--- src/rtl/alu_pipe.sv ---
// Handshaked, parametrised ALU with registered result/flags and an iterative
// radix-2 shift-add unsigned multiplier. Legacy opcodes 0-7 are unchanged.
module alu_pipe #(
  parameter int WIDTH      = 16,
  parameter int MUL_ENABLE = 1
) (
  input  logic             clock,
  input  logic             reset,
  input  logic             io_in_valid,
  output logic             io_in_ready,
  input  logic [WIDTH-1:0] io_a,
  input  logic [WIDTH-1:0] io_b,
  input  logic [3:0]       io_aluOp,
  output logic             io_out_valid,
  input  logic             io_out_ready,
  output logic [WIDTH-1:0] io_result,
  output logic [WIDTH-1:0] io_result_hi,
  output logic             io_zero,
  output logic             io_carry,
  output logic             io_negative,
  output logic             io_overflow,
  output logic             io_illegal
);

  localparam int CW = $clog2(WIDTH);

  typedef enum logic [1:0] {IDLE, MUL, HOLD} state_t;

  state_t             state_q, state_d;
  logic               valid_q, valid_d;
  logic [WIDTH-1:0]   result_q, result_d;
  logic [WIDTH-1:0]   resultHi_q, resultHi_d;
  logic               zero_q, zero_d;
  logic               carry_q, carry_d;
  logic               neg_q, neg_d;
  logic               ovf_q, ovf_d;
  logic               ill_q, ill_d;
  logic [2*WIDTH-1:0] acc_q, acc_d;
  logic [WIDTH-1:0]   mcand_q, mcand_d;
  logic [WIDTH-1:0]   mplr_q, mplr_d;
  logic [CW-1:0]      cnt_q, cnt_d;

  logic               accept;
  logic               isMul;
  logic [WIDTH:0]     sumExt;
  logic [WIDTH:0]     diffExt;
  logic [WIDTH-1:0]   aluRes;
  logic [WIDTH-1:0]   flagRes;
  logic               aluCarry;
  logic               aluOvf;
  logic               aluIll;
  logic [WIDTH:0]     mulSum;
  logic [2*WIDTH-1:0] accNext;

  assign io_in_ready = (state_q == IDLE) || ((state_q == HOLD) && io_out_ready);
  assign accept      = io_in_valid && io_in_ready;
  assign isMul       = (MUL_ENABLE != 0) && (io_aluOp == 4'd10);

  assign sumExt  = {1'b0, io_a} + {1'b0, io_b};
  assign diffExt = {1'b0, io_a} - {1'b0, io_b};

  // Each multiply step adds the multiplicand into the high half when the current
  // multiplier bit is set, then shifts the whole accumulator right by one.
  assign mulSum  = {1'b0, acc_q[2*WIDTH-1:WIDTH]} + {1'b0, (mplr_q[0] ? mcand_q : '0)};
  assign accNext = {mulSum, acc_q[WIDTH-1:1]};

  always_comb begin
    aluRes   = io_a;
    flagRes  = io_a;
    aluCarry = 1'b0;
    aluOvf   = 1'b0;
    aluIll   = 1'b0;
    case (io_aluOp)
      4'd0: aluRes = io_a;
      4'd1: begin
        aluRes   = sumExt[WIDTH-1:0];
        aluCarry = sumExt[WIDTH];
        aluOvf   = (io_a[WIDTH-1] == io_b[WIDTH-1]) && (sumExt[WIDTH-1] != io_a[WIDTH-1]);
      end
      4'd2: begin
        aluRes   = diffExt[WIDTH-1:0];
        aluCarry = diffExt[WIDTH];
        aluOvf   = (io_a[WIDTH-1] != io_b[WIDTH-1]) && (diffExt[WIDTH-1] != io_a[WIDTH-1]);
      end
      4'd3: aluRes = io_a & io_b;
      4'd4: aluRes = io_a | io_b;
      4'd5: aluRes = io_a ^ io_b;
      4'd6: aluRes = io_b;
      4'd7: begin
        aluRes   = {1'b0, io_a[WIDTH-1:1]};
        aluCarry = io_a[0];
      end
      4'd8: begin
        aluRes   = {io_a[WIDTH-2:0], 1'b0};
        aluCarry = io_a[WIDTH-1];
      end
      4'd9: begin
        aluRes   = {io_a[WIDTH-1], io_a[WIDTH-1:1]};
        aluCarry = io_a[0];
      end
      4'd10: aluIll = (MUL_ENABLE == 0);
      4'd11: begin
        aluCarry = diffExt[WIDTH];
        aluOvf   = (io_a[WIDTH-1] != io_b[WIDTH-1]) && (diffExt[WIDTH-1] != io_a[WIDTH-1]);
      end
      default: aluIll = 1'b1;
    endcase
    // Compare keeps a as its result but reports zero/negative of the difference.
    flagRes = (io_aluOp == 4'd11) ? diffExt[WIDTH-1:0] : aluRes;
  end

  always_comb begin
    state_d    = state_q;
    valid_d    = valid_q;
    result_d   = result_q;
    resultHi_d = resultHi_q;
    zero_d     = zero_q;
    carry_d    = carry_q;
    neg_d      = neg_q;
    ovf_d      = ovf_q;
    ill_d      = ill_q;
    acc_d      = acc_q;
    mcand_d    = mcand_q;
    mplr_d     = mplr_q;
    cnt_d      = cnt_q;
    case (state_q)
      MUL: begin
        acc_d  = accNext;
        mplr_d = mplr_q >> 1;
        cnt_d  = cnt_q + CW'(1);
        if (cnt_q == CW'(WIDTH - 1)) begin
          result_d   = accNext[WIDTH-1:0];
          resultHi_d = accNext[2*WIDTH-1:WIDTH];
          zero_d     = (accNext == '0);
          carry_d    = |accNext[2*WIDTH-1:WIDTH];
          neg_d      = accNext[WIDTH-1];
          ovf_d      = 1'b0;
          ill_d      = 1'b0;
          valid_d    = 1'b1;
          state_d    = HOLD;
        end
      end
      default: begin
        if (accept) begin
          if (isMul) begin
            valid_d = 1'b0;
            acc_d   = '0;
            mcand_d = io_a;
            mplr_d  = io_b;
            cnt_d   = '0;
            state_d = MUL;
          end else begin
            result_d   = aluRes;
            resultHi_d = '0;
            zero_d     = (flagRes == '0);
            carry_d    = aluCarry;
            neg_d      = flagRes[WIDTH-1];
            ovf_d      = aluOvf;
            ill_d      = aluIll;
            valid_d    = 1'b1;
            state_d    = HOLD;
          end
        end else if ((state_q == HOLD) && io_out_ready) begin
          valid_d = 1'b0;
          state_d = IDLE;
        end
      end
    endcase
  end

  always_ff @(posedge clock or posedge reset) begin
    if (reset) begin
      state_q    <= IDLE;
      valid_q    <= 1'b0;
      result_q   <= '0;
      resultHi_q <= '0;
      zero_q     <= 1'b0;
      carry_q    <= 1'b0;
      neg_q      <= 1'b0;
      ovf_q      <= 1'b0;
      ill_q      <= 1'b0;
      acc_q      <= '0;
      mcand_q    <= '0;
      mplr_q     <= '0;
      cnt_q      <= '0;
    end else begin
      state_q    <= state_d;
      valid_q    <= valid_d;
      result_q   <= result_d;
      resultHi_q <= resultHi_d;
      zero_q     <= zero_d;
      carry_q    <= carry_d;
      neg_q      <= neg_d;
      ovf_q      <= ovf_d;
      ill_q      <= ill_d;
      acc_q      <= acc_d;
      mcand_q    <= mcand_d;
      mplr_q     <= mplr_d;
      cnt_q      <= cnt_d;
    end
  end

  assign io_out_valid = valid_q;
  assign io_result    = result_q;
  assign io_result_hi = resultHi_q;
  assign io_zero      = zero_q;
  assign io_carry     = carry_q;
  assign io_negative  = neg_q;
  assign io_overflow  = ovf_q;
  assign io_illegal   = ill_q;

endmodule

--- config.mk ---
export PLATFORM = sky130hd
export DESIGN_NAME = alu_pipe
export DESIGN_NICKNAME = d
export VERILOG_FILES = /design/src/rtl/alu_pipe.sv
export SDC_FILE = /design/constraint.sdc
export NUM_CORES = 1
export LEC_CHECK = 0
export ABC_AREA = 0
export BUFFER_PORTS_ARGS = -buffer_cell sky130_fd_sc_hd__buf_2
export CORE_ASPECT_RATIO = 1.75
export CORE_MARGIN = 3
export CORE_UTILIZATION = 50
export DETAILED_ROUTE_END_ITERATION = 6
export PLACE_DENSITY = 0.74
export RECOVER_POWER = 100
export SYNTH_ARGS = -nofsm -noshare
export SYNTH_HDL_FRONTEND = slang
export SYNTH_SLANG_ARGS = --single-unit
--- constraint.sdc ---
create_clock -name clock -period 5.4 [get_ports clock]
set_input_delay 0.27 -clock clock [delete_from_list [all_inputs] [get_ports clock]]
set_output_delay 0.27 -clock clock [all_outputs]
set_load 0.02 [all_outputs]
* Word level (Yosys, flattened, before mapping) *
Cells that the tools add are included.

storage, ports and cells
  bits in registers = 108
  word-level logic and storage cells = 113

operators by class
  add/sub/neg operators = 4
  eq/ne operators = 20
  mux-type cells = 52
  bitwise gates (word level) = 4
  reductions and logical operators = 20

operators with widths
  kind                                           number
  two-way mux 16 bit                             13
  case mux 16 bit (9 select lines)               1
  two-way mux 32 bit                             3
  adder 16 x 16 -> 17 bit                        2
  zero test 32 bit                               1
  two-way mux 1 bit                              25
  == test 4 bit, second input constant           5
  subtractor 16 x 16 -> 17 bit                   1
  bitwise AND 16 bit                             1
  == test 4 x 3 -> 1 bit, second input constant  4
  zero test 16 bit                               1
  OR 16 bit                                      1
  OR reduction 16 bit                            1
  XOR 16 bit                                     1
  two-way mux 4 bit                              3
  OR reduction 11 bit                            1
  two-way mux 2 bit                              5
  == test 4 x 2 -> 1 bit, second input constant  2
  AND reduction 3 bit                            2
  adder 4 x 1 -> 4 bit, second input constant    1
  == test 4 x 1 -> 1 bit, second input constant  1
  logical AND 1 bit                              4
  zero test 4 bit                                1
  case mux 1 bit (4 select lines)                1
  14 further kinds                               19

* Depth between registers and ports, before layout *
Gate-level depths: netlist of the first run.

  depth after elaboration = 7
  mapped depth = 14
  mapped depth without buffers = 13

* Worst setup path after synthesis of the first run *
No wires, ideal clock.

  path type = reg-to-reg
  start = register mplr_q[0]
  end = register zero_q, in the netlist io_zero
  data arrival time = 3,860 ps
  slack = 1,444 ps
  cell stages (with the launch flop) = 15
  path buffers = 2
  period minus slack after synthesis = 3,956 ps
  cells stage by stage = dfrtp_1 clkbuf_1 and2_1 ha_1 buf_6 o21a_1 nor2_2 xnor2_1 or4_1 or4_1 or4b_1 or4b_1 or4_1 o31a_1 o31ai_1

on the way
  cells in the longest elaborated chain, start to end = 5

RTL lines
  item                      RTL line  source
  start: declaration        40        logic [WIDTH-1:0] mplr_q, mplr_d;
  start signal: assignment  198       mplr_q <= mplr_d;
  two-way mux 16 bit        64        assign mulSum = {1'b0, acc_q[2*WIDTH-1:WIDTH]} + {1'b0, (mplr_q[0] ? mcand_q : '0)};
  adder 16 x 16 -> 17 bit   64
  zero test 32 bit          134       zero_d = (accNext == '0);
  two-way mux 1 bit         131       if (cnt_q == CW'(WIDTH - 1)) begin
  two-way mux 1 bit         126       case (state_q)
  end signal: assignment    191       zero_q <= zero_d;
  end: declaration          33        logic zero_q, zero_d;

No other way between the ends. The select of a mux whose other input is x is not followed.
A chain may end at the register's enable or synchronous reset.

* Worst setup path after layout of the first run *
Ends and elaborated chain as after synthesis.

==> results of run 1 <==
sequential cells by signal, indices dropped and copies added (netlist names):
register and flops:
acc_q 31, cnt_q 4, io_carry 1, io_illegal 1, io_negative 1, io_overflow 1, io_result 16, io_result_hi 16
io_zero 1, mcand_q 16, mplr_q 16, state_q 2
cell type report:
class / count / area (sq um)
flip-flops and latches: 106 / 2653
fillers: 1681 / 7586
clock inverters: 7 / 83.83
well taps: 227 / 284.0
multi-input cells: 835 / 5519
repair buffers: 95 / 456.7
clock buffers: 9 / 225.2
inverters: 58 / 219.0
layer usage:
metal  vias to the layer above  wire length (um)  GRT usage  share of wire
li1                       3984                 -          -              -
met1                      4187             10910     0.3534           0.36
met5                         -                 0          0              0
met3                       177              1928    0.04589          0.064
met4                         0              2548     0.2225          0.085
met2                       489             14730     0.5358           0.49
critical path, delay by kind of cell, from the launching register on:
kind | cells | cell delay [ns]
and+or+nand+nor | 6 | 2.54
DFF | 1 | 0.54
xor gates and xnor gates | 1 | 0.16
adders and majority gates | 2 | 0.60
AOI/OAI and AO/OA | 2 | 0.38
worst paths after layout:
path                            startpoint               to  slack (ns)  cells after the start
max                              mplr_q[0]          io_zero        1.07                     11
max reg2reg                      mplr_q[0]          io_zero        1.07                     11
min in group asynchronous            reset         acc_q[6]        0.83                      3
max in group asynchronous            reset        acc_q[27]        2.27                      4
min reg2reg                io_result_hi[0]  io_result_hi[0]        0.47                      2
min                                io_b[3]        mplr_q[3]        0.16                      3
cells in the final DEF, fill, tap and decap left out, types with 11 or more instances in the layout:
cell type,count
sky130_fd_sc_hd__a21oi_1,59
sky130_fd_sc_hd__nor2b_1,13
sky130_fd_sc_hd__and2_1,19
sky130_fd_sc_hd__a31oi_1,14
sky130_fd_sc_hd__o22ai_1,11
sky130_fd_sc_hd__nor4_1,11
sky130_fd_sc_hd__a211oi_1,11
sky130_fd_sc_hd__nand2_1,165
sky130_fd_sc_hd__ha_1,65
sky130_fd_sc_hd__xnor2_1,24
sky130_fd_sc_hd__buf_2,38
sky130_fd_sc_hd__inv_1,53
sky130_fd_sc_hd__nor2_1,50
sky130_fd_sc_hd__mux2_2,18
sky130_fd_sc_hd__a221oi_1,12
sky130_fd_sc_hd__clkbuf_1,43
sky130_fd_sc_hd__dfrtp_1,106
sky130_fd_sc_hd__nand3_1,15
sky130_fd_sc_hd__a21o_1,18
sky130_fd_sc_hd__a22oi_1,39
sky130_fd_sc_hd__buf_4,12
sky130_fd_sc_hd__o21ai_0,97
sky130_fd_sc_hd__nor3_1,17
per-stage QoR:
| stage | utilization | worst slack (ns) | area [sq um] | std cells | power [mW] |
|---|---|---|---|---|---|
| global route | 0.5545 | 0.6362 | 9440 | 1337 | 3.920 |
| detailed placement | 0.5406 | 1.091 | 9205 | 1320 | 3.014 |
| global placement | 0.5406 | 1.143 | 9205 | 1320 | 2.977 |
| finish | 0.5545 | 1.072 | 9440 | 1337 | 3.670 |
| CTS | 0.5594 | 1.057 | 9524 | 1337 | 3.703 |
| floorplan | - | 1.444 | 8708 | 1076 | 2.498 |
cells in the mapped netlist, drive strengths merged, types with 11 or more instances:
cell      n  area [sq um]
inv      56         210.2
a211oi   11         82.58
a21o     19         143.9
and2     19         118.9
nor3     17         85.08
xnor2    25         226.5
mux2     18         202.7
dfrtp   106          2653
clkbuf   69         279.0
nor2b    13         81.33
nand2   165         619.3
o22ai    11         68.82
a31oi    14         87.58
nor4     11         68.82
nor2     53         217.7
a221oi   12         105.1
a22oi    39         292.8
a21oi    60         304.0
o21ai   104         520.5
ha       65         813.3
nand3    16         92.59
power by group through the flow:
stage / clock (mW) / sequential [mW] / combinational (mW)
6_report: 0.681 / 1.32 / 1.67
5_1_grt: 0.726 / 1.35 / 1.84
4_1_cts: 0.692 / 1.31 / 1.70
3_5_place_dp: 0 / 1.33 / 1.69
3_3_place_gp: 0 / 1.32 / 1.66
2_1_floorplan: 0 / 1.40 / 1.10
cell families (layout without fill, tap and decap cells):
family,Yosys count,in the layout,share of synthesized area
XOR/XNOR,32,32,0.03305
AND/OR/NAND/NOR,344,344,0.1897
AO/OA/AOI/OAI,370,370,0.2830
multiplexers,21,21,0.02672
buffers and inverters,135,169,0.06264
flip-flops,106,106,0.3046
adder cells (fa/ha/maj),68,68,0.1003
==> impl_metrics.xml, run 1 <==
<?xml version="1.0" encoding="UTF-8"?>
<metrics>
  <group name="detailed_routing">
    <metric name="wl_per_cell" unit="um">22.53</metric>
    <metric name="drt_wl_total" unit="um">30130</metric>
    <metric name="ant_nets" unit="">0</metric>
    <metric name="route.vias.total" unit="">8837</metric>
    <metric name="drt_iter0_drc" unit="">837</metric>
    <metric name="first_pass_iters" unit="">7</metric>
    <metric name="detail_route.drc_violations" unit="">0</metric>
    <metric name="avgViaCountPerCell" unit="">6.610</metric>
  </group>
  <group name="worst_setup_path">
    <metric name="path_common_cell" unit="">sky130_fd_sc_hd__or4_1</metric>
    <metric name="crit_arrival" unit="ns">4.59</metric>
    <metric name="crit_path_cell_trace" unit="">and2_1, ha_1, fa_1, xor2_1, or4_1, or4_1, or4b_1, or4b_1, or4_1, o31a_1, o31ai_1</metric>
    <metric name="cp_data_required_time" unit="ns">5.66</metric>
    <metric name="end_kind" unit="">flop</metric>
    <metric name="slowest_stage" unit="">sky130_fd_sc_hd__dfrtp_1</metric>
    <metric name="critical_path.max_fanout" unit="">17</metric>
    <metric name="crit_type" unit="">flop to flop</metric>
    <metric name="critical_path.startpoint_type" unit="">flop</metric>
    <metric name="largest_stage_delay_worst_path" unit="ns">0.54</metric>
  </group>
  <group name="pwr">
    <metric name="power_frac_clock" unit="">0.186</metric>
    <metric name="power_frac_seq" unit="">0.359</metric>
    <metric name="combPwrFrac" unit="">0.455</metric>
    <metric name="power.static_leakage" unit="nW">4.279</metric>
    <metric name="switchingPower" unit="mW">1.629</metric>
    <metric name="internal-power" unit="mW">2.041</metric>
    <metric name="power_switching_share" unit="">0.4440</metric>
    <metric name="max-vdd-ir-drop" unit="mV">0.1939</metric>
    <metric name="pwr_density_cell" unit="nW/um^2">388.8</metric>
  </group>
  <group name="clock_tree">
    <metric name="clock_sink_total" unit="">106</metric>
    <metric name="number_of_buffers_created_by_cts" unit="">9</metric>
    <metric name="cts_tree" unit="">done</metric>
    <metric name="clkTransAtPathRegs" unit="ns">0.08</metric>
    <metric name="clockBufferDepth" unit="">2</metric>
    <metric name="h-tree-depth" unit="">3</metric>
    <metric name="postCtsResizedCells" unit="">0</metric>
    <metric name="postCtsHoldBufs" unit="">1</metric>
    <metric name="post_cts_buffers" unit="">0</metric>
    <metric name="cts-root-buf" unit="">sky130_fd_sc_hd__clkbuf_16</metric>
    <metric name="clk_lat_worst_skew" unit="ns">0.36</metric>
  </group>
  <group name="sta">
    <metric name="timing_hold_violations_final" unit="">0</metric>
    <metric name="tns" unit="ns">0</metric>
    <metric name="maxClockFrequency" unit="GHz">0.2310</metric>
    <metric name="timing_max_transition_violations_final" unit="">261</metric>
    <metric name="skew" unit="ns">0.02007</metric>
    <metric name="layout_min_cycle_time" unit="ns">4.328</metric>
    <metric name="slew_headroom" unit="">-0.4838</metric>
    <metric name="setup_viol" unit="">0</metric>
    <metric name="rsz0062_at_grt" unit="">no</metric>
    <metric name="final_min_period_over_clock_period" unit="">0.8016</metric>
    <metric name="tightestPinTransition" unit="ns">2.221</metric>
    <metric name="timing.hold.ws" unit="ns">0.1596</metric>
  </group>
  <group name="global_routing">
    <metric name="largest_net_degree_at_the_start_of_global_routing" unit="">70</metric>
    <metric name="gr-total-overflow" unit="">0</metric>
    <metric name="antenna_found_initial" unit="">0</metric>
    <metric name="grt_usage" unit="">0.3137</metric>
    <metric name="vias_in_the_first_global_route" unit="">8594</metric>
    <metric name="grt_pass1_wl" unit="um">47330</metric>
  </group>
  <group name="place">
    <metric name="gp_congestion" unit="">1.007</metric>
    <metric name="dpl.hpwl" unit="um">22810</metric>
    <metric name="port_buffers" unit="">78</metric>
  </group>
  <group name="outcome">
    <metric name="failed_checks" unit="">max-capacitance violations, max-slew violations</metric>
    <metric name="status" unit="">finished with violations</metric>
  </group>
  <group name="floorplan">
    <metric name="core" unit="sq um">17030</metric>
    <metric name="pin_count" unit="">79</metric>
    <metric name="initial_utilization" unit="">0.5115</metric>
    <metric name="floorplan.die.height" unit="um">180.6</metric>
    <metric name="design.die.area" unit="sq um">19100</metric>
    <metric name="die-width" unit="um">105.8</metric>
    <metric name="core.rowCount" unit="">63</metric>
  </group>
  <group name="synth">
    <metric name="postSynthCellCount" unit="">1076</metric>
    <metric name="netlist_area" unit="sq um">8708</metric>
    <metric name="yosys_register_bits" unit="">106</metric>
    <metric name="syn_nets" unit="">1184</metric>
    <metric name="synth.yosys.warnings" unit="">0</metric>
    <metric name="synth_area_per_cell" unit="sq um">8.093</metric>
    <metric name="yosysSeqAreaShare" unit="">0.3046</metric>
    <metric name="synth-edff-count" unit="">0</metric>
    <metric name="ys_types" unit="">86</metric>
    <metric name="synth_top_flop_cell" unit="">sky130_fd_sc_hd__dfrtp_1</metric>
    <metric name="synthArstFlopShare" unit="">1.000</metric>
  </group>
  <group name="min_path">
    <metric name="hold_path.class" unit="">input port to flop</metric>
  </group>
  <group name="flow_run">
    <metric name="max_cap_violations" unit="">6</metric>
  </group>
  <group name="cells_and_area">
    <metric name="share_of_layout_cells_above_drive_strength_1" unit="">0.09009</metric>
    <metric name="finish.net_count" unit="">1213</metric>
    <metric name="insertedDiodeCount" unit="">0</metric>
    <metric name="synthToLayoutAreaGrowth" unit="%">8.405</metric>
  </group>
</metrics>
Power figures use the tool's default switching activity.
==> run 2: changes to the inputs <==
--- a/config.mk
+++ b/config.mk
@@ -5,7 +5,7 @@
 export SDC_FILE = /design/constraint.sdc
 export NUM_CORES = 1
 export LEC_CHECK = 0
-export ABC_AREA = 0
+export ABC_AREA = 1
 export BUFFER_PORTS_ARGS = -buffer_cell sky130_fd_sc_hd__buf_2
 export CORE_ASPECT_RATIO = 1.75
 export CORE_MARGIN = 3
==> constraint.sdc (replaced) <==
create_clock -name clock -period 4.25 [get_ports clock]
set_input_delay 0.2125 -clock clock [delete_from_list [all_inputs] [get_ports clock]]
set_output_delay 0.2125 -clock clock [all_outputs]
set_load 0.02 [all_outputs]
==> run 2 against run 1 <==
- clock-buffer cell count increased by 2
- non-clock buffer count fell by 10
- the run still ends with max-capacitance violations, max-slew violations left
- clock skew fell by 0.0080 ns
- flip-flop and latch count stayed put
- die area is 0.34% lower
- via count grew 4.0%
- total power increased by 11%
- critical endpoint is now io_result[0]
- synthesized area fell by 0.36%
==> impl_metrics.xml, run 2 <==
<?xml version="1.0" encoding="UTF-8"?>
<metrics>
  <group name="outcome">
    <metric name="status" unit="">finished with violations</metric>
    <metric name="failed_checks" unit="">max-capacitance violations, max-slew violations</metric>
  </group>
  <group name="worst_setup_path">
    <metric name="slowest_stage" unit="">sky130_fd_sc_hd__nor2_1</metric>
    <metric name="end_kind" unit="">flop</metric>
    <metric name="crit_type" unit="">flop to flop</metric>
    <metric name="crit_path_cell_trace" unit="">inv_1, o21ai_0, inv_1, nand2_1, nor2_1, inv_1, nand2_1, inv_1, buf_12, a21oi_1, o21ai_0, o21a_1</metric>
    <metric name="critical_path.startpoint_type" unit="">flop</metric>
    <metric name="largest_stage_delay_worst_path" unit="ns">0.50</metric>
    <metric name="cp_data_required_time" unit="ns">4.51</metric>
    <metric name="crit_arrival" unit="ns">3.44</metric>
    <metric name="worstRegToRegCells" unit="">12</metric>
    <metric name="r2r-start" unit="">state_q[1]</metric>
    <metric name="critical_path.max_fanout" unit="">35</metric>
    <metric name="path_common_cell" unit="">sky130_fd_sc_hd__inv_1</metric>
    <metric name="worstSetupStartpoint" unit="">state_q[1]</metric>
  </group>
  <group name="floorplan">
    <metric name="pin_count" unit="">79</metric>
    <metric name="die-width" unit="um">105.6</metric>
    <metric name="core" unit="sq um">17030</metric>
    <metric name="design.die.area" unit="sq um">19030</metric>
    <metric name="core.rowCount" unit="">63</metric>
    <metric name="floorplan.die.height" unit="um">180.3</metric>
    <metric name="initial_utilization" unit="">0.5096</metric>
  </group>
  <group name="cells_and_area">
    <metric name="regMostFlops" unit="">acc_q</metric>
    <metric name="synthToLayoutAreaGrowth" unit="%">8.868</metric>
    <metric name="most-common-layout-cells" unit="">sky130_fd_sc_hd__nand2_1 (428), sky130_fd_sc_hd__inv_1 (170), sky130_fd_sc_hd__nand3_1 (118), sky130_fd_sc_hd__nor2_1 (110), sky130_fd_sc_hd__dfrtp_1 (106)</metric>
    <metric name="insertedDiodeCount" unit="">0</metric>
    <metric name="most_common_library_cell_in_the_layout_ignoring_fill_and_taps" unit="">sky130_fd_sc_hd__nand2_1</metric>
    <metric name="largest_register_ffs" unit="">31</metric>
    <metric name="share_of_layout_cells_above_drive_strength_1" unit="">0.06831</metric>
    <metric name="finish.net_count" unit="">1479</metric>
    <metric name="fillerInstances" unit="">1791</metric>
  </group>
  <group name="synth">
    <metric name="synth_area_per_cell" unit="sq um">6.579</metric>
    <metric name="yosys_register_bits" unit="">106</metric>
    <metric name="most_frequent_cells_after_synthesis" unit="">sky130_fd_sc_hd__nand2_1 (428), sky130_fd_sc_hd__inv_1 (171), sky130_fd_sc_hd__nand3_1 (118)</metric>
    <metric name="synth.most_common_cell" unit="">sky130_fd_sc_hd__nand2_1</metric>
    <metric name="syn_nets" unit="">1427</metric>
    <metric name="synth.yosys.warnings" unit="">0</metric>
    <metric name="synth_top_area_cell" unit="">sky130_fd_sc_hd__dfrtp_1</metric>
    <metric name="synth_top_cell_area_share" unit="">0.3057</metric>
    <metric name="ys_types" unit="">40</metric>
    <metric name="synth-edff-count" unit="">0</metric>
    <metric name="yosysSeqAreaShare" unit="">0.3057</metric>
    <metric name="postSynthCellCount" unit="">1319</metric>
    <metric name="leading_cell_types_by_total_area_after_synthesis" unit="">sky130_fd_sc_hd__dfrtp_1 (31%), sky130_fd_sc_hd__nand2_1 (19%), sky130_fd_sc_hd__ha_1 (9.4%)</metric>
    <metric name="synth_top_flop_cell" unit="">sky130_fd_sc_hd__dfrtp_1</metric>
    <metric name="netlist_area" unit="sq um">8677</metric>
    <metric name="synthArstFlopShare" unit="">1.000</metric>
  </group>
  <group name="global_routing">
    <metric name="gr-total-overflow" unit="">0</metric>
    <metric name="largest_net_degree_at_the_start_of_global_routing" unit="">58</metric>
    <metric name="antenna_found_initial" unit="">0</metric>
    <metric name="grt_pass1_wl" unit="um">46620</metric>
    <metric name="grt_usage" unit="">0.3128</metric>
    <metric name="vias_in_the_first_global_route" unit="">9134</metric>
  </group>
  <group name="sta">
    <metric name="postLayoutSetupSlackWorst" unit="ns">1.068</metric>
    <metric name="rsz0062_at_grt" unit="">no</metric>
    <metric name="skew" unit="ns">0.01203</metric>
    <metric name="final_min_period_over_clock_period" unit="">0.7488</metric>
    <metric name="setup_viol" unit="">0</metric>
    <metric name="slew_headroom" unit="">-0.4183</metric>
    <metric name="maxClockFrequency" unit="GHz">0.3142</metric>
    <metric name="tightestPinTransition" unit="ns">2.116</metric>
    <metric name="layout_min_cycle_time" unit="ns">3.182</metric>
    <metric name="tns" unit="ns">0</metric>
    <metric name="timing_hold_violations_final" unit="">0</metric>
    <metric name="timing_max_transition_violations_final" unit="">102</metric>
  </group>
  <group name="detailed_routing">
    <metric name="avgViaCountPerCell" unit="">5.735</metric>
    <metric name="drt_iter0_drc" unit="">605</metric>
    <metric name="detail_route.drc_violations" unit="">0</metric>
    <metric name="drt_wl_total" unit="um">29460</metric>
    <metric name="route.vias.total" unit="">9194</metric>
    <metric name="ant_nets" unit="">0</metric>
    <metric name="first_pass_iters" unit="">6</metric>
    <metric name="wl_per_cell" unit="um">18.38</metric>
  </group>
  <group name="clock_tree">
    <metric name="postCtsResizedCells" unit="">0</metric>
    <metric name="cts-root-buf" unit="">sky130_fd_sc_hd__clkbuf_16</metric>
    <metric name="clock_sink_total" unit="">106</metric>
    <metric name="h-tree-depth" unit="">3</metric>
    <metric name="number_of_buffers_created_by_cts" unit="">9</metric>
    <metric name="clockBufferDepth" unit="">2</metric>
    <metric name="clkTransAtPathRegs" unit="ns">0.07</metric>
    <metric name="cts_tree" unit="">done</metric>
    <metric name="clk_lat_worst_skew" unit="ns">0.36</metric>
  </group>
  <group name="place">
    <metric name="port_buffers" unit="">78</metric>
    <metric name="dpl.hpwl" unit="um">23550</metric>
    <metric name="dpl_worst_slack" unit="ns">1.266</metric>
    <metric name="gp_congestion" unit="">1.088</metric>
  </group>
  <group name="pwr">
    <metric name="power.static_leakage" unit="nW">5.084</metric>
    <metric name="max-vdd-ir-drop" unit="mV">0.2469</metric>
    <metric name="pwr_density_cell" unit="nW/um^2">429.7</metric>
  </group>
  <group name="min_path">
    <metric name="hold_path.class" unit="">input port to flop</metric>
    <metric name="worst_hold_startpoint" unit="">io_a[4]</metric>
    <metric name="holdPathStages" unit="">3</metric>
  </group>
  <group name="flow_run">
    <metric name="max_cap_violations" unit="">2</metric>
  </group>
</metrics>
run 2: cell count changes after synthesis, sizes merged, moves of 18 or more:
cell / change
mux2: -18
nand2: +269
o21ai: -25
a22oi: -28
nand3: +102
a21oi: -20
nor2: +67
inv: +122
a21o: -18
clkbuf: -46
run 2: final cells by class:
type / count / area [sq um] / area share
Multi-Input combinational cell: 990 / 5144 / 0.5445
Clock buffer: 11 / 242.7 / 0.02570
Clock inverter: 5 / 46.29 / 0.004901
Inverter: 179 / 675.6 / 0.07152
Timing Repair Buffer: 85 / 401.6 / 0.04252
Sequential cell: 106 / 2653 / 0.2808
Tap cell: 227 / 284.0 / 0.03007
run 2: final timing paths:
check                             endpoint  slack, ns
min in group asynchronous  io_result_hi[4]       0.93
min reg2reg                     io_illegal       0.48
max                           io_result[0]       1.07
min                             mcand_q[4]       0.22
max in group asynchronous        acc_q[12]       1.16
max reg2reg                   io_result[0]       1.07
run 2: critical path: cells and delay by family (launching register included):
kind / cells / cell delay [ns]
AND/OR/NAND/NOR: 3 / 0.95
AO/OA/AOI/OAI: 4 / 0.42
buffers and inverters: 5 / 1.28
flip-flops: 1 / 0.42
run 2: metal layers:
layer / share of wire / global-route usage / wire length, um
met3: 0.052 / 0.03335 / 1542
met2: 0.50 / 0.5481 / 14640
met1: 0.35 / 0.3300 / 10330
met5: 0 / 0 / 0
met4: 0.10 / 0.2624 / 2947
run 2: logic make-up after synthesis:
family / count (synthesis) / synth area share
and+or+nand+nor: 717 / 0.3471
buffers and inverters: 223 / 0.1021
AOI/OAI and AO/OA: 189 / 0.1283
DFF: 106 / 0.3057
adders and majority gates: 68 / 0.1006
xor gates and xnor gates: 16 / 0.01615
run 2: where the power goes:
part	internal, mW	switching [mW]
clock	0.424	0.395
sequential	1.33	0.229
combinational	0.574	1.10
total	2.33	1.73
run 2: metrics by stage:
stage | util | hold WS [ns] | instance area [sq um] | total power [mW] | cells
after global placement | 0.5409 | 0.3295 | 9210 | 3.209 | 1586
after detailed placement | 0.5409 | 0.3259 | 9210 | 3.245 | 1586
final | 0.5548 | 0.2205 | 9447 | 4.059 | 1603
after floorplan | - | 0.3841 | 8677 | 2.735 | 1319
after global routing | 0.5548 | 0.2336 | 9447 | 4.338 | 1603
after CTS | 0.5585 | 0.2089 | 9509 | 4.064 | 1603
run 2: what timing repair did:
item	CTS	global route
setup buffers	0	0
hold buffers	1	0
hold endpoints to repair	49	0
==> run 3: changes to the inputs <==
==> constraint.sdc (replaced) <==
create_clock -name clock -period 3.23 [get_ports clock]
set_input_delay 0.1615 -clock clock [delete_from_list [all_inputs] [get_ports clock]]
set_output_delay 0.1615 -clock clock [all_outputs]
set_load 0.02 [all_outputs]
==> run 3 against run 2 <==
- the run still ends with max-capacitance violations, max-slew violations left
- hold slack worse by 0.056 ns
- largest power group unchanged
- critical path type unchanged
- critical path depth stayed put
- highest routed layer unchanged
- routed wire length is 0.75% higher
- utilization is 0.45 points higher
==> impl_metrics.xml, run 3 (synthesis gave the netlist of run 2 again) <==
<?xml version="1.0" encoding="UTF-8"?>
<metrics>
  <group name="cells_and_area">
    <metric name="regMostFlops" unit="">acc_q</metric>
    <metric name="largest_register_ffs" unit="">31</metric>
    <metric name="finish.net_count" unit="">1491</metric>
    <metric name="storage_element_area" unit="sq um">2653</metric>
    <metric name="most-common-layout-cells" unit="">sky130_fd_sc_hd__nand2_1 (428), sky130_fd_sc_hd__inv_1 (170), sky130_fd_sc_hd__nand3_1 (118), sky130_fd_sc_hd__nor2_1 (110), sky130_fd_sc_hd__dfrtp_1 (106)</metric>
    <metric name="insertedDiodeCount" unit="">0</metric>
    <metric name="most_common_library_cell_in_the_layout_ignoring_fill_and_taps" unit="">sky130_fd_sc_hd__nand2_1</metric>
    <metric name="multiInputGateArea" unit="sq um">5139</metric>
    <metric name="design_area" unit="sq um">9523</metric>
    <metric name="share_of_layout_cells_above_drive_strength_1" unit="">0.07637</metric>
    <metric name="synthToLayoutAreaGrowth" unit="%">9.748</metric>
    <metric name="fillerInstances" unit="">1805</metric>
  </group>
  <group name="global_routing">
    <metric name="antenna_found_initial" unit="">0</metric>
    <metric name="vias_in_the_first_global_route" unit="">9175</metric>
    <metric name="gr-total-overflow" unit="">0</metric>
    <metric name="grt_usage" unit="">0.3149</metric>
    <metric name="largest_net_degree_at_the_start_of_global_routing" unit="">62</metric>
    <metric name="grt_pass1_wl" unit="um">46840</metric>
  </group>
  <group name="pwr">
    <metric name="max-vdd-ir-drop" unit="mV">0.3388</metric>
    <metric name="pwr_density_cell" unit="nW/um^2">558.9</metric>
    <metric name="power.static_leakage" unit="nW">5.139</metric>
  </group>
  <group name="sta">
    <metric name="slew_headroom" unit="">-0.2978</metric>
    <metric name="layout_min_cycle_time" unit="ns">2.887</metric>
    <metric name="skew" unit="ns">0.01187</metric>
    <metric name="maxClockFrequency" unit="GHz">0.3463</metric>
    <metric name="timing.hold.ws" unit="ns">0.1644</metric>
    <metric name="tightestPinTransition" unit="ns">1.936</metric>
    <metric name="final_min_period_over_clock_period" unit="">0.8939</metric>
    <metric name="timing_max_transition_violations_final" unit="">82</metric>
    <metric name="rsz0062_at_grt" unit="">no</metric>
    <metric name="timing_hold_violations_final" unit="">0</metric>
    <metric name="setup_viol" unit="">0</metric>
    <metric name="tns" unit="ns">0</metric>
  </group>
  <group name="clock_tree">
    <metric name="postCtsResizedCells" unit="">0</metric>
    <metric name="clkTransAtPathRegs" unit="ns">0.08</metric>
    <metric name="postCtsHoldBufs" unit="">1</metric>
    <metric name="clk_lat_worst_skew" unit="ns">0.36</metric>
    <metric name="clock_sink_total" unit="">106</metric>
    <metric name="clockBufferDepth" unit="">2</metric>
    <metric name="h-tree-depth" unit="">3</metric>
    <metric name="cts_tree" unit="">done</metric>
    <metric name="number_of_buffers_created_by_cts" unit="">9</metric>
    <metric name="cts-root-buf" unit="">sky130_fd_sc_hd__clkbuf_16</metric>
    <metric name="post_cts_buffers" unit="">0</metric>
  </group>
  <group name="detailed_routing">
    <metric name="wl_per_cell" unit="um">18.38</metric>
    <metric name="detail_route.drc_violations" unit="">0</metric>
    <metric name="drt_iter0_drc" unit="">644</metric>
    <metric name="drt_wl_total" unit="um">29680</metric>
    <metric name="route.vias.total" unit="">9145</metric>
    <metric name="first_pass_iters" unit="">5</metric>
    <metric name="ant_nets" unit="">0</metric>
    <metric name="avgViaCountPerCell" unit="">5.663</metric>
  </group>
  <group name="worst_setup_path">
    <metric name="crit_type" unit="">flop to flop</metric>
    <metric name="slowest_stage" unit="">sky130_fd_sc_hd__nor2_1</metric>
    <metric name="largest_stage_delay_worst_path" unit="ns">0.50</metric>
    <metric name="critical_path.max_fanout" unit="">14</metric>
    <metric name="end_kind" unit="">flop</metric>
    <metric name="path_common_cell" unit="">sky130_fd_sc_hd__inv_1</metric>
    <metric name="crit_path_cell_trace" unit="">inv_1, o21ai_0, inv_1, nand2_1, nor2_1, inv_1, clkbuf_1, nand2_1, inv_1, a21oi_1, o21ai_0, o21a_1</metric>
    <metric name="critical_path.startpoint_type" unit="">flop</metric>
    <metric name="cp_data_required_time" unit="ns">3.48</metric>
    <metric name="crit_arrival" unit="ns">3.13</metric>
  </group>
  <group name="outcome">
    <metric name="failed_checks" unit="">max-capacitance violations, max-slew violations</metric>
    <metric name="status" unit="">finished with violations</metric>
  </group>
  <group name="floorplan">
    <metric name="floorplan.die.height" unit="um">180.3</metric>
    <metric name="core" unit="sq um">17030</metric>
    <metric name="initial_utilization" unit="">0.5096</metric>
    <metric name="core.rowCount" unit="">63</metric>
    <metric name="design.die.area" unit="sq um">19030</metric>
    <metric name="pin_count" unit="">79</metric>
    <metric name="die-width" unit="um">105.6</metric>
  </group>
  <group name="place">
    <metric name="port_buffers" unit="">78</metric>
    <metric name="dpl.hpwl" unit="um">24060</metric>
    <metric name="gp_congestion" unit="">1.023</metric>
    <metric name="placedInstanceArea" unit="sq um">9308</metric>
  </group>
  <group name="min_path">
    <metric name="hold_path.class" unit="">input port to flop</metric>
  </group>
  <group name="flow_run">
    <metric name="max_cap_violations" unit="">2</metric>
  </group>
</metrics>
==> run 3: cell count changes in the layout (fill, tap and decap cells not counted), moves of 2 or more <==
cell,change
sky130_fd_sc_hd__clkinv_4,-3
sky130_fd_sc_hd__clkinv_2,+2
sky130_fd_sc_hd__inv_6,+3
sky130_fd_sc_hd__buf_4,+9
==> run 3: worst max-delay path: cells and delay by family, from the launching register on <==
kind	cells	cell delay, ns
buffers and inverters	5	0.81
and+or+nand+nor	3	0.91
AOI/OAI and AO/OA	4	0.64
DFF	1	0.42
==> run 3: cell type report <==
cell class                 count  area share
sequential                   106      0.2785
tap                          227     0.02983
inverter                     179     0.07095
clock buffer                   9     0.02365
timing repair buffer          97     0.05098
clock inverter                 7    0.006438
multi-input combinational    990      0.5396
==> run 3: power by group <==
part	switching [mW]	internal [mW]	total, mW	leakage [nW]
registers	0.320	1.75	2.07	1.37
clock network	0.518	0.538	1.06	0.144
logic	1.43	0.761	2.19	3.62
==> run 3: worst paths after layout <==
path,startpoint,cells after the start,slack (ns),endpoint
worst max-delay path,state_q[1],12,0.34,io_result[0]
min in group asynchronous,reset,3,0.85,acc_q[18]
worst min register to register,io_result_hi[5],2,0.48,io_result_hi[5]
worst min-delay path,io_b[11],3,0.16,mplr_q[11]
max in group asynchronous,reset,4,0.73,acc_q[13]
worst max register to register,state_q[1],12,0.34,io_result[0]
==> run 3: routing by layer <==
layer / track usage / share of wire
met3: 0.02761 / 0.049
met2: 0.5450 / 0.49
met1: 0.3351 / 0.35
met5: 0 / 0
met4: 0.2796 / 0.10
==> run 3: per-stage QoR <==
stage | cells | utilization | total power [mW] | setup slack, ns
3_3_place_gp | 1598 | 0.5467 | 4.245 | 0.3577
5_1_grt | 1615 | 0.5593 | 5.745 | 0.04222
3_5_place_dp | 1598 | 0.5467 | 4.290 | 0.3529
4_1_cts | 1615 | 0.5641 | 5.351 | 0.3208
6_report | 1615 | 0.5593 | 5.322 | 0.3427
2_1_floorplan | 1319 | - | 3.598 | 0.2796
